File: src/rtl/ksa.sv
// ksa -- RC4 key-scheduling stage.
//
// Permutes the 256-byte S state held in an external single-port synchronous
// RAM, in place, under a KEYLEN-byte key. When rdy returns high, S holds the
// scheduled permutation consumed by the downstream PRGA stage.
//
// Optional feature macro: KSA_INIT_EN
//   defined   : an INIT phase writes S[k]=k for k=0..255 before scheduling
//               (rdy low for 1792 cycles per run).
//   undefined : S must already hold the identity permutation (rdy low for
//               1536 cycles per run).
//
// Ports:
//   clk     in   1          single clock, rising edge
//   rst     in   1          asynchronous active-high reset
//   en      in   1          start request, sampled only while rdy=1
//   rdy     out  1          idle and able to accept en
//   key     in   8*KEYLEN   RC4 key, byte 0 = most significant byte
//   addr    out  8          S RAM address
//   rddata  in   8          S RAM read data, valid the cycle after a read addr
//   wrdata  out  8          S RAM write data
//   wren    out  1          S RAM write enable
//
// Handshake: a start is accepted on any rising edge where en=1 and rdy=1.
// The key is latched on that edge and rdy drops in the next cycle. en seen
// while rdy=0 is ignored; a level-held en is simply accepted again on the
// first cycle rdy is high (no bubble between back-to-back runs).
module ksa #(
  parameter int KEYLEN = 3
) (
  input  logic                  clk,
  input  logic                  rst,
  input  logic                  en,
  output logic                  rdy,
  input  logic [8*KEYLEN-1:0]   key,
  output logic [7:0]            addr,
  input  logic [7:0]            rddata,
  output logic [7:0]            wrdata,
  output logic                  wren
);

  localparam int KW = (KEYLEN > 1) ? $clog2(KEYLEN) : 1;
  localparam logic [KW-1:0] KIDX_LAST = KW'(KEYLEN - 1);

  typedef enum logic [2:0] {
    S_IDLE,
    S_INIT,
    S_RD_SI,
    S_CAP_SI,
    S_RD_SJ,
    S_CAP_SJ,
    S_WR_I,
    S_WR_J
  } state_t;

  state_t                state;
  state_t                state_nxt;
  logic [7:0]            i;
  logic [7:0]            j;
  logic [7:0]            si;
  logic [7:0]            sj;
  logic [KW-1:0]         kidx;
  logic [8*KEYLEN-1:0]   key_q;
  logic [7:0]            key_byte;

  // Key byte for the current iteration; kidx tracks i mod KEYLEN directly
  // so no divider is needed. Byte 0 sits in the most significant lane.
  always_comb begin
    key_byte = key_q[(KEYLEN - 1 - int'(kidx)) * 8 +: 8];
  end

  // State register.
  always_ff @(posedge clk or posedge rst) begin
    if (rst) begin
      state <= S_IDLE;
    end else begin
      state <= state_nxt;
    end
  end

  // Next-state logic and RAM-facing outputs.
  always_comb begin
    state_nxt = state;
    rdy       = 1'b0;
    addr      = 8'd0;
    wrdata    = 8'd0;
    wren      = 1'b0;
    case (state)
      S_IDLE: begin
        rdy = 1'b1;
        if (en) begin
`ifdef KSA_INIT_EN
          state_nxt = S_INIT;
`else
          state_nxt = S_RD_SI;
`endif
        end
      end
      S_INIT: begin
        addr   = i;
        wrdata = i;
        wren   = 1'b1;
        if (i == 8'd255) begin
          state_nxt = S_RD_SI;
        end
      end
      S_RD_SI: begin
        addr      = i;
        state_nxt = S_CAP_SI;
      end
      S_CAP_SI: begin
        state_nxt = S_RD_SJ;
      end
      S_RD_SJ: begin
        // j already holds the value updated in CAP_SI.
        addr      = j;
        state_nxt = S_CAP_SJ;
      end
      S_CAP_SJ: begin
        state_nxt = S_WR_I;
      end
      S_WR_I: begin
        addr      = i;
        wrdata    = sj;
        wren      = 1'b1;
        state_nxt = S_WR_J;
      end
      S_WR_J: begin
        // When i==j both writes hit the same address with the same value,
        // so S is left unchanged without any special handling.
        addr   = j;
        wrdata = si;
        wren   = 1'b1;
        if (i == 8'd255) begin
          state_nxt = S_IDLE;
        end else begin
          state_nxt = S_RD_SI;
        end
      end
      default: begin
        state_nxt = S_IDLE;
      end
    endcase
  end

  // Datapath registers.
  always_ff @(posedge clk or posedge rst) begin
    if (rst) begin
      i     <= 8'd0;
      j     <= 8'd0;
      si    <= 8'd0;
      sj    <= 8'd0;
      kidx  <= '0;
      key_q <= '0;
    end else begin
      case (state)
        S_IDLE: begin
          if (en) begin
            key_q <= key;
            i     <= 8'd0;
            j     <= 8'd0;
            kidx  <= '0;
          end
        end
        S_INIT: begin
          // Wraps 255 -> 0, leaving i ready for the first iteration.
          i <= i + 8'd1;
        end
        S_CAP_SI: begin
          si <= rddata;
          j  <= j + rddata + key_byte;
        end
        S_CAP_SJ: begin
          sj <= rddata;
        end
        S_WR_J: begin
          i <= i + 8'd1;
          if (kidx == KIDX_LAST) begin
            kidx <= '0;
          end else begin
            kidx <= kidx + 1'b1;
          end
        end
        default: begin
        end
      endcase
    end
  end

endmodule

File: config.mk
export PLATFORM = sky130hd
export DESIGN_NAME = ksa
export DESIGN_NICKNAME = d
export VERILOG_FILES = /design/src/rtl/ksa.sv
export SDC_FILE = /design/constraint.sdc
export NUM_CORES = 1
export LEC_CHECK = 0
export BUFFER_PORTS_ARGS = -buffer_cell sky130_fd_sc_hd__buf_2
export CORE_MARGIN = 5
export CORE_UTILIZATION = 45
export DETAILED_ROUTE_END_ITERATION = 10
export PLACE_DENSITY_LB_ADDON = 0.1
export SYNTH_ARGS = -nofsm -noshare
export SYNTH_HDL_FRONTEND = slang
export SYNTH_SLANG_ARGS = --single-unit
File: constraint.sdc
create_clock -name clk -period 6.5 [get_ports clk]
set_clock_uncertainty 0.2 [all_clocks]
set_input_delay 0 -clock clk [delete_from_list [all_inputs] [get_ports clk]]
set_output_delay 0 -clock clk [all_outputs]
set_load 0.02 [all_outputs]
### Yosys cells after proc, flatten, opt, wreduce, memory -nomap -nowiden

Cells that the tools add are included.

| cells by class | value |
|---|---|
| $add $sub $neg | 5 |
| equal/unequal tests | 11 |
| shifts and indexed selects | 1 |
| mux-type cells | 14 |
| reduce and logical (&&, ||, !) cells | 13 |

Operator list:

| operator | count |
|---|---|
| $pmux W8 S2 | 3 |
| $pmux W3 S8 | 1 |
| $pmux W8 S3 | 1 |
| $shiftx A24 B6 Y8 | 1 |
| $add A8 B8 Y8 | 2 |
| $eq A3 B3 Y1 const B | 4 |
| $reduce_and A2 Y1 | 5 |
| $add A8 B1 Y8 const B | 1 |
| $eq A8 B8 Y1 const B | 1 |
| $mux W8 | 1 |
| $eq A3 B2 Y1 const B | 2 |
| $mux W2 | 3 |
| $mux W3 | 2 |
| $reduce_bool A2 Y1 | 3 |
| $reduce_or A3 Y1 | 2 |
| $ne A2 B2 Y1 const B | 2 |
| $pmux W2 S2 | 1 |
| $reduce_or A2 Y1 | 2 |
| $eq A3 B1 Y1 const B | 1 |
| $logic_not A3 Y1 | 1 |
| $sub A2 B2 Y3 const A | 1 |
| $add A2 B1 Y2 const B | 1 |
| $eq A2 B2 Y1 const B | 1 |
| $mux W1 | 2 |

| storage, ports and cells | value |
|---|---|
| flip-flop bits (word level) | 61 |
| input port bits | 35 |
| word-level logic and storage cells | 51 |

### Logic depth before layout (Yosys ltp)

Gate-level depths: netlist of the first run.

| logic depth | value |
|---|---|
| depth after elaboration | 4 |
| depth in mapped cells | 16 |
| mapped depth without buffers | 15 |

### Worst setup path before layout of the first run

OpenSTA, ideal clock, no wires.

| timing | value |
|---|---|
| kind | reg-to-reg |
| from | reg kidx[0] |
| to | reg j[7] |
| library setup time | 127 ps |
| data arrival time | 3,128 ps |
| setup slack | 3,045 ps |
| cell stages (with the launch flop) | 16 |
| period minus slack after synthesis | 3,455 ps |
| path through | dfrtp_1 > buf_2 > inv_1 > ha_1 > nand2b_1 > o21ai_0 > fa_1 > ha_1 > inv_1 > fa_1 > nor2b_1 > o31ai_1 > a21oi_1 > xnor2_1 > nand2_1 > mux2i_1 |

| on the way | value |
|---|---|
| word-level cells in the longest chain between the ends | 4 |

Ends and longest elaborated chain:

| element | line | RTL |
|---|---|---|
| start, declared | 62 | `logic [KW-1:0] kidx;` |
| start signal, assigned | 181 | `kidx <= kidx + 1'b1;` |
| $sub A2 B2 Y3 | 69 | `key_byte = key_q[(KEYLEN - 1 - int'(kidx)) * 8 +: 8];` |
| $shiftx A24 B6 Y8 | 69 |  |
| $add A8 B8 Y8 | 171 | `j <= j + rddata + key_byte;` |
| $pmux W8 S2 | 156 | `case (state)` |
| end signal, assigned | 171 |  |
| end, declared | 59 | `logic [7:0] j;` |

No other way between the ends.
A chain may end at the register's enable or synchronous reset.

### Worst setup path after layout of the first run

Same ends and word-level chain as after synthesis.

==> run_results.csv, run 1 <==
group,metric,value,unit
sta,rsz0062_at_grt,"no",
logic_synthesis,netlist-cell-type-count,41,
drt,drtAntennaViolNets,0,
drt,post_drt_wl_per_cell,15.0,µm
logic_synthesis,synth_edf_count,0,
global_route,grt_usage,18.1,%
setup_path,crit_family,"adder cells",
drt,drt-total-wl,7.93,mm
power,total_power,2.25,mW
setup_path,cp.arrival,3.83,ns
cells_and_area,final_common_cell,"dfrtp_1",
setup_path,slowest_stage,"dfrtp_1",
setup_path,max_stage_delay,0.75,ns
floorplanning,start_util,46.6,%
clock_network,clock_latency,0.33,ns
floorplanning,dieHeight,97.1,µm
logic_synthesis,async_flop_share,100,%
clock_network,clockBufferDepth,2,
logic_synthesis,yosys_warnings,0,
floorplanning,ios,53,
clock_network,cts_sinks,61,
global_route,grt_pass1_vias,2746,
logic_synthesis,synth-compound-area-share,12.5,%
cells_and_area,drive_gt1_share,17.9,%
clock_network,clk_pin_slew,0.07,ns
logic_synthesis,synthCells,341,
min_path,hp-class,"input pin to async pin",
clock_network,cts_root_buf,"clkbuf_8",
flow_run,cap_violations,0,
logic_synthesis,muxShareOfSynthArea,14.6,%
logic_synthesis,synth_xor_area_share,2.57,%
cells_and_area,n_antenna_cell,0,
drt,drc,0,
setup_path,r2r_start,"kidx[0]",
setup_path,worstPathCellList,"inv_1, ha_1, nand2b_1, o21ai_0, fa_1, ha_1, inv_1, fa_1, nor2b_1, o31ai_1, a21oi_1, xnor2_1, nand2_1, mux2i_1",
global_route,grt_antenna_before_repair,0,
status,outcome,"complete, no violations",
drt,drt-initial-drc-count,94,
sta,whs,0.207,ns
place,hpwl,5.66,mm
sta,worst_slew_pin_slew,1.00,ns
logic_synthesis,synth_seq_cells,61,
setup_path,crit_path_end_kind,"flop",
place,placed_area,3730,µm²
global_route,grt_max_degree,62,
power,p_per_area,530,nW/µm²
drt,firstDrtPassIters,4,
clock_network,postCtsSetupBuffers,0,
logic_synthesis,syn_avg_cell_area,10.0,µm²
logic_synthesis,synth_adder_area_share,8.36,%
cells_and_area,final_core_util,57.9,%
logic_synthesis,synth_area,3410,µm²
floorplanning,die-area,9430,µm²
global_route,grt_pass1_wl,13.8,mm
cells_and_area,syn_to_final_growth,24.3,%
clock_network,cts_tree,"done",
logic_synthesis,seq_area_frac_synth,44.7,%
cells_and_area,num-fill-cells,650,
setup_path,crit_fanout,14,
logic_synthesis,synth_top_family_by_area,"multiplexers",
sta,min_period_over_period,58.8,%
power,peakVddDrop,258,µV
sta,fmax,262,MHz
floorplanning,row_count,31,
setup_path,startpoint,"kidx[0]",
drt,via_per_inst,5.12,
clock_network,cts_max_level,3,
logic_synthesis,syn_nets,394,
cells_and_area,final_cell_mix,"dfrtp_1 (61), nand2_1 (60), buf_2 (52)",
sta,final-max-slew-violation-count,0,
place,place.gp.congestion,0.828,
logic_synthesis,yosys.area_share.simple,12.8,%
sta,fin_tns_setup,0,ns
logic_synthesis,synthFlopType,"dfrtp_1",
place,io_buffer_count,52,
drt,vias,2710,
floorplanning,dieWidth,97.1,µm
sta,hold_viol,0,
setup_path,start_kind,"flop",
clock_network,cts_buffers,9,
floorplanning,design.core.area,7330,µm²
global_route,grt-ovfl-total,0,
sta,max_slew_margin,33.1,%
sta,setup_viol,0,
cells_and_area,nets,478,
power,p_leak,2.04,nW
cells_and_area,finalInstanceArea,4240,µm²
setup_path,path_class,"flop to flop",
setup_path,worstPathRequired,6.50,ns
setup_path,crit_buf_inv,2,
sta,min_period,3.82,ns
-- through the flow --
step / instances / setup slack [ns]
floorplan: 341 / 3.04
global placement: 479 / 2.83
detailed placement: 479 / 2.66
CTS: 529 / 2.66
global route: 529 / 2.36
finish: 529 / 2.68
-- cell type report --
class / count / area (µm²) / share of cell area (%)
Tap cell: 99 / 124 / 2.92
Multi-Input combinational cell: 245 / 1730 / 40.9
Clock buffer: 15 / 166 / 3.92
Inverter: 21 / 78.8 / 1.86
Sequential cell: 61 / 1530 / 36.0
Clock inverter: 1 / 5.00 / 0.118
Timing Repair Buffer: 87 / 608 / 14.3
-- worst register-to-register path, delay by kind of cell, from the launching register on --
kind                     cells  cell delay [ns]
adder cells (fa/ha/maj)      4             1.40
flip-flops                   1             0.75
AND/OR/NAND/NOR              3             0.46
AO/OA/AOI/OAI                3             0.45
buffers and inverters        2             0.16
multiplexers                 1             0.15
XOR/XNOR                     1             0.13
-- cell usage after synthesis (all sizes together), types with 2 or more instances --
cell / count / area share (%)
a21oi: 14 / 2.1
a22o: 8 / 2.1
and2: 2 / 0.40
and3: 3 / 0.55
buf: 12 / 2.0
clkbuf: 2 / 0.22
dfrtp: 61 / 45
fa: 8 / 4.7
ha: 10 / 3.7
inv: 21 / 2.3
mux2: 29 / 9.6
mux2i: 17 / 5.0
nand2: 62 / 7.0
nand2b: 2 / 0.37
nand3: 6 / 0.88
nand4: 2 / 0.37
nor2: 19 / 2.5
o21ai: 32 / 4.7
o22ai: 9 / 1.6
xnor2: 4 / 1.0
xor2: 6 / 1.5
-- report_power, final --
group	internal, mW	total (mW)	leakage (nW)	switching (mW)
combinational	0.535	1.19	1.20	0.659
clock	0.159	0.297	0.0877	0.138
sequential	0.561	0.759	0.750	0.198
-- state kept, by name, summed over array words and instances, names as in the netlist --
register	cells
state	3
kidx	2
i	8
key_q	24
j	8
si	8
sj	8
-- cell families (layout without fill, tap and decap cells) --
logic type | count (synthesis) | count (layout)
buffers and inverters | 35 | 124
flip-flops | 61 | 61
AO/OA/AOI/OAI | 71 | 71
AND/OR/NAND/NOR | 100 | 100
XOR/XNOR | 10 | 10
multiplexers | 46 | 46
adder cells (fa/ha/maj) | 18 | 18
-- repair_timing --
item                       CTS  global route
hold endpoints to repair   105             0
setup endpoints to repair    0             0
hold buffers                34             0
resized for setup            0             0
-- final timing paths --
check,end,slack (ns),depth (start not counted)
min,state[1],0.21,4
min in group clk,key_q[4],0.21,3
max,j[7],2.68,14
max in group asynchronous,sj[7],5.35,4
max reg2reg,j[7],2.68,14
min reg2reg,si[0],0.28,2
-- per-layer routing --
metal  vias to the layer above  GRT usage [%]  share of wire, %
met1                      1294           23.6                45
met5                         -              0                 0
met2                        68           29.6                48
li1                       1341              -                 -
met4                         0           5.83               1.2
met3                         7           4.52               6.0
Note: power is estimated with default switching activity, not from simulation.
==> run 2: changes to the inputs <==
clock period = 3.1 ns   (was 6.5 ns; I/O delays follow)
==> run 2 against run 1 <==
- hold slack worse by 0.12 ns
- via count up 1.4%
- register-to-register slack worse by 2.6 ns
- count of clock-buffer cells in the layout down 3
- clock power rose to 2.7 times the previous value
- sequential power up 100%
- non-clock buffer count up 14
- fmax up 27%
- die area unchanged
- sequential share of layout area down 1.9 points
- total power up 140%
- worst setup slack worse by 2.6 ns
- critical endpoint unchanged
- highest routed layer unchanged
==> run_results.csv, run 2 (synthesis results as in run 1) <==
group,metric,value,unit
status,outcome,"complete, no violations",
flow_run,cap_violations,0,
cells_and_area,finalInstanceArea,4480,µm²
setup_path,worstPathRequired,3.11,ns
power,p_leak,2.14,nW
cells_and_area,top_register,"key_q",
drt,post_drt_wl_per_cell,14.7,µm
global_route,grt_pass1_wl,14.1,mm
power,peakVddDrop,457,µV
floorplanning,start_util,46.6,%
cells_and_area,final_cell_mix,"nand2_1 (60), dfrtp_1 (60), buf_2 (52)",
setup_path,reg2reg_to,"j[7]",
cells_and_area,largest_register_ffs,24,
floorplanning,die-area,9430,µm²
setup_path,path_class,"flop to flop",
clock_network,cts_sinks,61,
sta,final-max-slew-violation-count,0,
place,place.gp.congestion,0.875,
drt,via_per_inst,5.06,
floorplanning,row_count,31,
power,total_power,5.31,mW
setup_path,r2r_cells,15,
cells_and_area,nets,492,
place,placed_area,3860,µm²
cells_and_area,final_core_util,61.1,%
clock_network,cts_tree,"done",
min_path,hp-class,"input pin to async pin",
sta,worst_slack,0.0804,ns
sta,fmax,331,MHz
clock_network,cts_max_level,3,
place,io_buffer_count,52,
global_route,grt_pass1_vias,2772,
clock_network,clockBufferDepth,2,
clock_network,cts_buffers,9,
floorplanning,design.core.area,7330,µm²
drt,drtAntennaViolNets,0,
sta,rsz0062_at_grt,"yes",
power,p_per_area,1190,nW/µm²
setup_path,rrSetupSlack,0.08,ns
drt,vias,2749,
setup_path,start_kind,"flop",
setup_path,cp.arrival,3.03,ns
cells_and_area,num-fill-cells,618,
place,hpwl,5.75,mm
sta,setup_viol,0,
clock_network,clk_pin_slew,0.07,ns
sta,worst_slew_pin_slew,0.709,ns
sta,max_slew_margin,52.7,%
drt,drt-initial-drc-count,102,
setup_path,crit_fanout,5,
drt,firstDrtPassIters,4,
global_route,grt_usage,18.6,%
cells_and_area,syn_to_final_growth,31.3,%
clock_network,clock_latency,0.33,ns
cells_and_area,n_antenna_cell,0,
place,dp_slack,-0.0259,ns
floorplanning,dieHeight,97.1,µm
global_route,grt_antenna_before_repair,0,
global_route,grt-ovfl-total,0,
cells_and_area,drive_gt1_share,24.3,%
clock_network,cts_root_buf,"clkbuf_8",
drt,drt-total-wl,7.98,mm
sta,min_period_over_period,97.4,%
drt,drc,0,
sta,min_period,3.02,ns
sta,fin_tns_setup,0,ns
floorplanning,ios,53,
setup_path,crit_path_end_kind,"flop",
setup_path,r2r_start,"kidx[0]",
global_route,grt_max_degree,37,
sta,hold_viol,0,
floorplanning,dieWidth,97.1,µm
-- run 2: cell types whose count changed in the layout (fill, tap and decap cells not counted), sizes merged --
cell / delta
clkbuf: -3
buf: +14
clkinv: +1
bufinv: +2
-- run 2: cell type report --
| class | count | area [µm²] | area share [%] |
|---|---|---|---|
| inverters | 21 | 78.8 | 1.76 |
| repair buffers | 101 | 713 | 15.9 |
| clock buffers | 12 | 155 | 3.46 |
| multi-input cells | 245 | 1810 | 40.4 |
| clock inverters | 4 | 70.1 | 1.56 |
| flip-flops and latches | 61 | 1530 | 34.1 |
| well taps | 99 | 124 | 2.76 |
-- run 2: routing by layer --
layer  global-route usage (%)  routed length, µm  vias to the layer above
met4                     5.72                 64                        0
met2                     28.2               3660                       60
li1                         -                  -                     1374
met3                     5.53                405                        6
met1                     25.6               3850                     1309
met5                        0                  0                        -
-- run 2: worst max-delay path, stage by stage (launching register included) --
cell	delay (ns)
dfrtp_2	0.40
inv_2	0.05
ha_4	0.29
nor2_4	0.04
nand2_1	0.07
o21ai_2	0.06
fa_1	0.48
ha_2	0.17
inv_1	0.05
fa_2	0.39
nor2b_4	0.15
o31ai_4	0.07
a21oi_2	0.13
xnor2_1	0.12
nand2_1	0.08
mux2i_1	0.13
-- run 2: report_power, final --
| part | leakage [nW] | switching [mW] | internal (mW) |
|---|---|---|---|
| sequential | 0.749 | 0.339 | 1.18 |
| clock | 0.116 | 0.315 | 0.495 |
| combinational | 1.28 | 1.58 | 1.40 |
-- run 2: worst max-delay path by stage --
| stage | endpoint | slack, ns | start |
|---|---|---|---|
| after floorplan | j[7] | -0.06 | kidx[0] |
| after global placement | j[7] | 0.04 | kidx[1] |
| after detailed placement | j[7] | -0.03 | kidx[1] |
| after CTS | j[7] | 0.01 | kidx[1] |
| after global routing | j[7] | -0.07 | kidx[0] |
| final | j[7] | 0.08 | kidx[0] |
-- run 2: through the flow --
step / cells / hold slack, ns
after floorplan: 341 / -0.0946
after global placement: 492 / -0.0884
after detailed placement: 492 / -0.0833
after CTS: 542 / 0.0964
after global routing: 543 / 0.144
final: 543 / 0.0888
-- run 2: timing repair --
action,in CTS,in global routing
endpoints found under the hold margin,72,0
setup buffers,0,1
resized for setup,2,13
pin swaps,0,5
endpoints found under the setup margin,1,2
hold buffers,34,0
==> run 3: changes to the inputs <==
==> constraint.sdc (replaced) <==
create_clock -name clk -period 3.1 [get_ports clk]
set_clock_uncertainty 0.2 [all_clocks]
set_input_delay 0.62 -clock clk [delete_from_list [all_inputs] [get_ports clk]]
set_output_delay 0.62 -clock clk [all_outputs]
set_load 0.02 [all_outputs]
==> run 3 against run 2 <==
- critical endpoint unchanged
- global-route usage shrank 1.6 points
- via count shrank 5.4%
- sequential share of layout area grew 2.3 points
- total power is essentially flat
- critical path depth is the same
==> run_results.csv, run 3 (synthesis results as in run 1) <==
group,metric,value,unit
global_route,grt_pass1_wl,13.0,mm
cells_and_area,drive_gt1_share,28.4,%
drt,drt-total-wl,7.64,mm
clock_network,cts-hold-fix-buffers,0,
place,hpwl,5.63,mm
global_route,grt-ovfl-total,0,
power,p_leak,2.02,nW
clock_network,clockBufferDepth,2,
status,outcome,"complete, no violations",
setup_path,r2r_start,"kidx[0]",
setup_path,slowest_stage,"fa_1",
floorplanning,ios,53,
setup_path,rrSetupSlack,0.02,ns
setup_path,crit_path_end_kind,"flop",
sta,hold_viol,0,
cells_and_area,largest_register_ffs,24,
clock_network,cts_root_buf,"clkbuf_8",
sta,rsz0062_at_grt,"yes",
setup_path,crit_family,"adder cells",
setup_path,path_common_cell,"nand2_1",
drt,firstDrtPassIters,4,
cells_and_area,syn_to_final_growth,22.9,%
power,peakVddDrop,484,µV
floorplanning,die-area,9430,µm²
setup_path,worstPathRequired,3.12,ns
cells_and_area,final_cell_mix,"nand2_1 (60), dfrtp_1 (60), buf_2 (52)",
global_route,grt_max_degree,37,
setup_path,max_stage_delay,0.49,ns
place,place.gp.congestion,0.863,
clock_network,cts_sinks,61,
setup_path,path_class,"flop to flop",
power,p_per_area,1270,nW/µm²
sta,min_period_over_period,99.3,%
clock_network,cts_buffers,9,
cells_and_area,n_antenna_cell,0,
cells_and_area,nets,463,
clock_network,clk_pin_slew,0.08,ns
setup_path,cp.arrival,3.09,ns
setup_path,crit_fanout,5,
sta,max_slew_margin,57.5,%
drt,drc,0,
setup_path,crit_buf_inv,2,
sta,min_period,3.08,ns
clock_network,cts_max_level,3,
sta,worst_slew_pin_slew,0.637,ns
drt,vias,2600,
drt,via_per_inst,5.06,
sta,fmax,325,MHz
place,dp_slack,-0.142,ns
sta,fin_tns_setup,0,ns
setup_path,reg2reg_to,"j[7]",
floorplanning,dieHeight,97.1,µm
place,placed_area,3880,µm²
drt,drtAntennaViolNets,0,
flow_run,cap_violations,0,
global_route,grt_usage,17.0,%
floorplanning,start_util,46.6,%
floorplanning,dieWidth,97.1,µm
setup_path,worstPathCellList,"inv_2, ha_4, nor2_4, nand2_1, o21ai_2, fa_1, ha_2, inv_1, fa_2, nor2b_2, o31ai_2, a21oi_1, xnor2_1, nand2_1, mux2i_1",
setup_path,r2r_cells,15,
clock_network,cts_tree,"done",
clock_network,clock_latency,0.34,ns
sta,setup_viol,0,
global_route,grt_pass1_vias,2675,
min_path,hp-class,"input pin to async pin",
global_route,grt_antenna_before_repair,0,
drt,post_drt_wl_per_cell,14.9,µm
floorplanning,row_count,31,
cells_and_area,top_register,"key_q",
place,io_buffer_count,52,
sta,final-max-slew-violation-count,0,
cells_and_area,finalInstanceArea,4200,µm²
setup_path,start_kind,"flop",
sta,worst_slack,0.0211,ns
floorplanning,design.core.area,7330,µm²
drt,drt-initial-drc-count,89,
-- run 3: cell count changes in the layout (fill, tap and decap cells not counted), sizes merged --
cell and delta:
dlygate4sd3 -34, buf +5, clkbuf -2, clkinv +1, clkinvlp +1
-- run 3: area by class of cell --
cell class | instances | area (µm²)
Fill cell | 648 | 3130
Multi-Input combinational cell | 245 | 1820
Sequential cell | 61 | 1530
Timing Repair Buffer | 72 | 427
Clock buffer | 10 | 138
Tap cell | 99 | 124
Clock inverter | 6 | 86.3
Inverter | 21 | 78.8
-- run 3: what timing repair did --
action                     CTS  global route
buffers inserted             1             3
resized for setup            6            12
pin swaps                    4             8
setup endpoints to repair    1             2
-- run 3: worst register-to-register path: stages (launching register included) --
cell	delay, ns
dfrtp_2	0.41
inv_2	0.06
ha_4	0.29
nor2_4	0.05
nand2_1	0.07
o21ai_2	0.06
fa_1	0.49
ha_2	0.18
inv_1	0.05
fa_2	0.35
nor2b_2	0.14
o31ai_2	0.08
a21oi_1	0.18
xnor2_1	0.13
nand2_1	0.08
mux2i_1	0.13
-- run 3: worst max path at each step --
stage,startpoint,end,slack (ns),cells after the start
floorplan,kidx[0],j[7],-0.06,16
global placement,kidx[1],j[7],0.04,14
detailed placement,kidx[1],j[7],-0.14,14
CTS,kidx[1],j[7],0.002,15
global route,kidx[1],j[7],-0.14,15
finish,kidx[0],j[7],0.02,15
-- run 3: where the power goes --
part	leakage (nW)	internal (mW)	switching, mW	total (mW)
Combinational	1.16	1.42	1.61	3.03
Clock	0.112	0.473	0.326	0.799
Sequential	0.749	1.18	0.309	1.49
Total	2.02	3.07	2.24	5.31
-- run 3: stage by stage --
stage	instances	hold slack (ns)	total power [mW]	utilization, %
after CTS	511	0.166	5.15	56.3
final	514	0.157	5.31	57.2
after detailed placement	494	0.263	4.31	53.0
after global placement	494	0.259	4.26	53.0
after floorplan	341	0.240	3.53	-
after global routing	514	0.201	5.83	57.2
-- run 3: layer usage --
layer  part of all wire [%]  GRT usage [%]
met3                    4.4           3.88
met1                     48           23.5
met5                      0              0
met2                     45           25.8
met4                    1.8           6.80
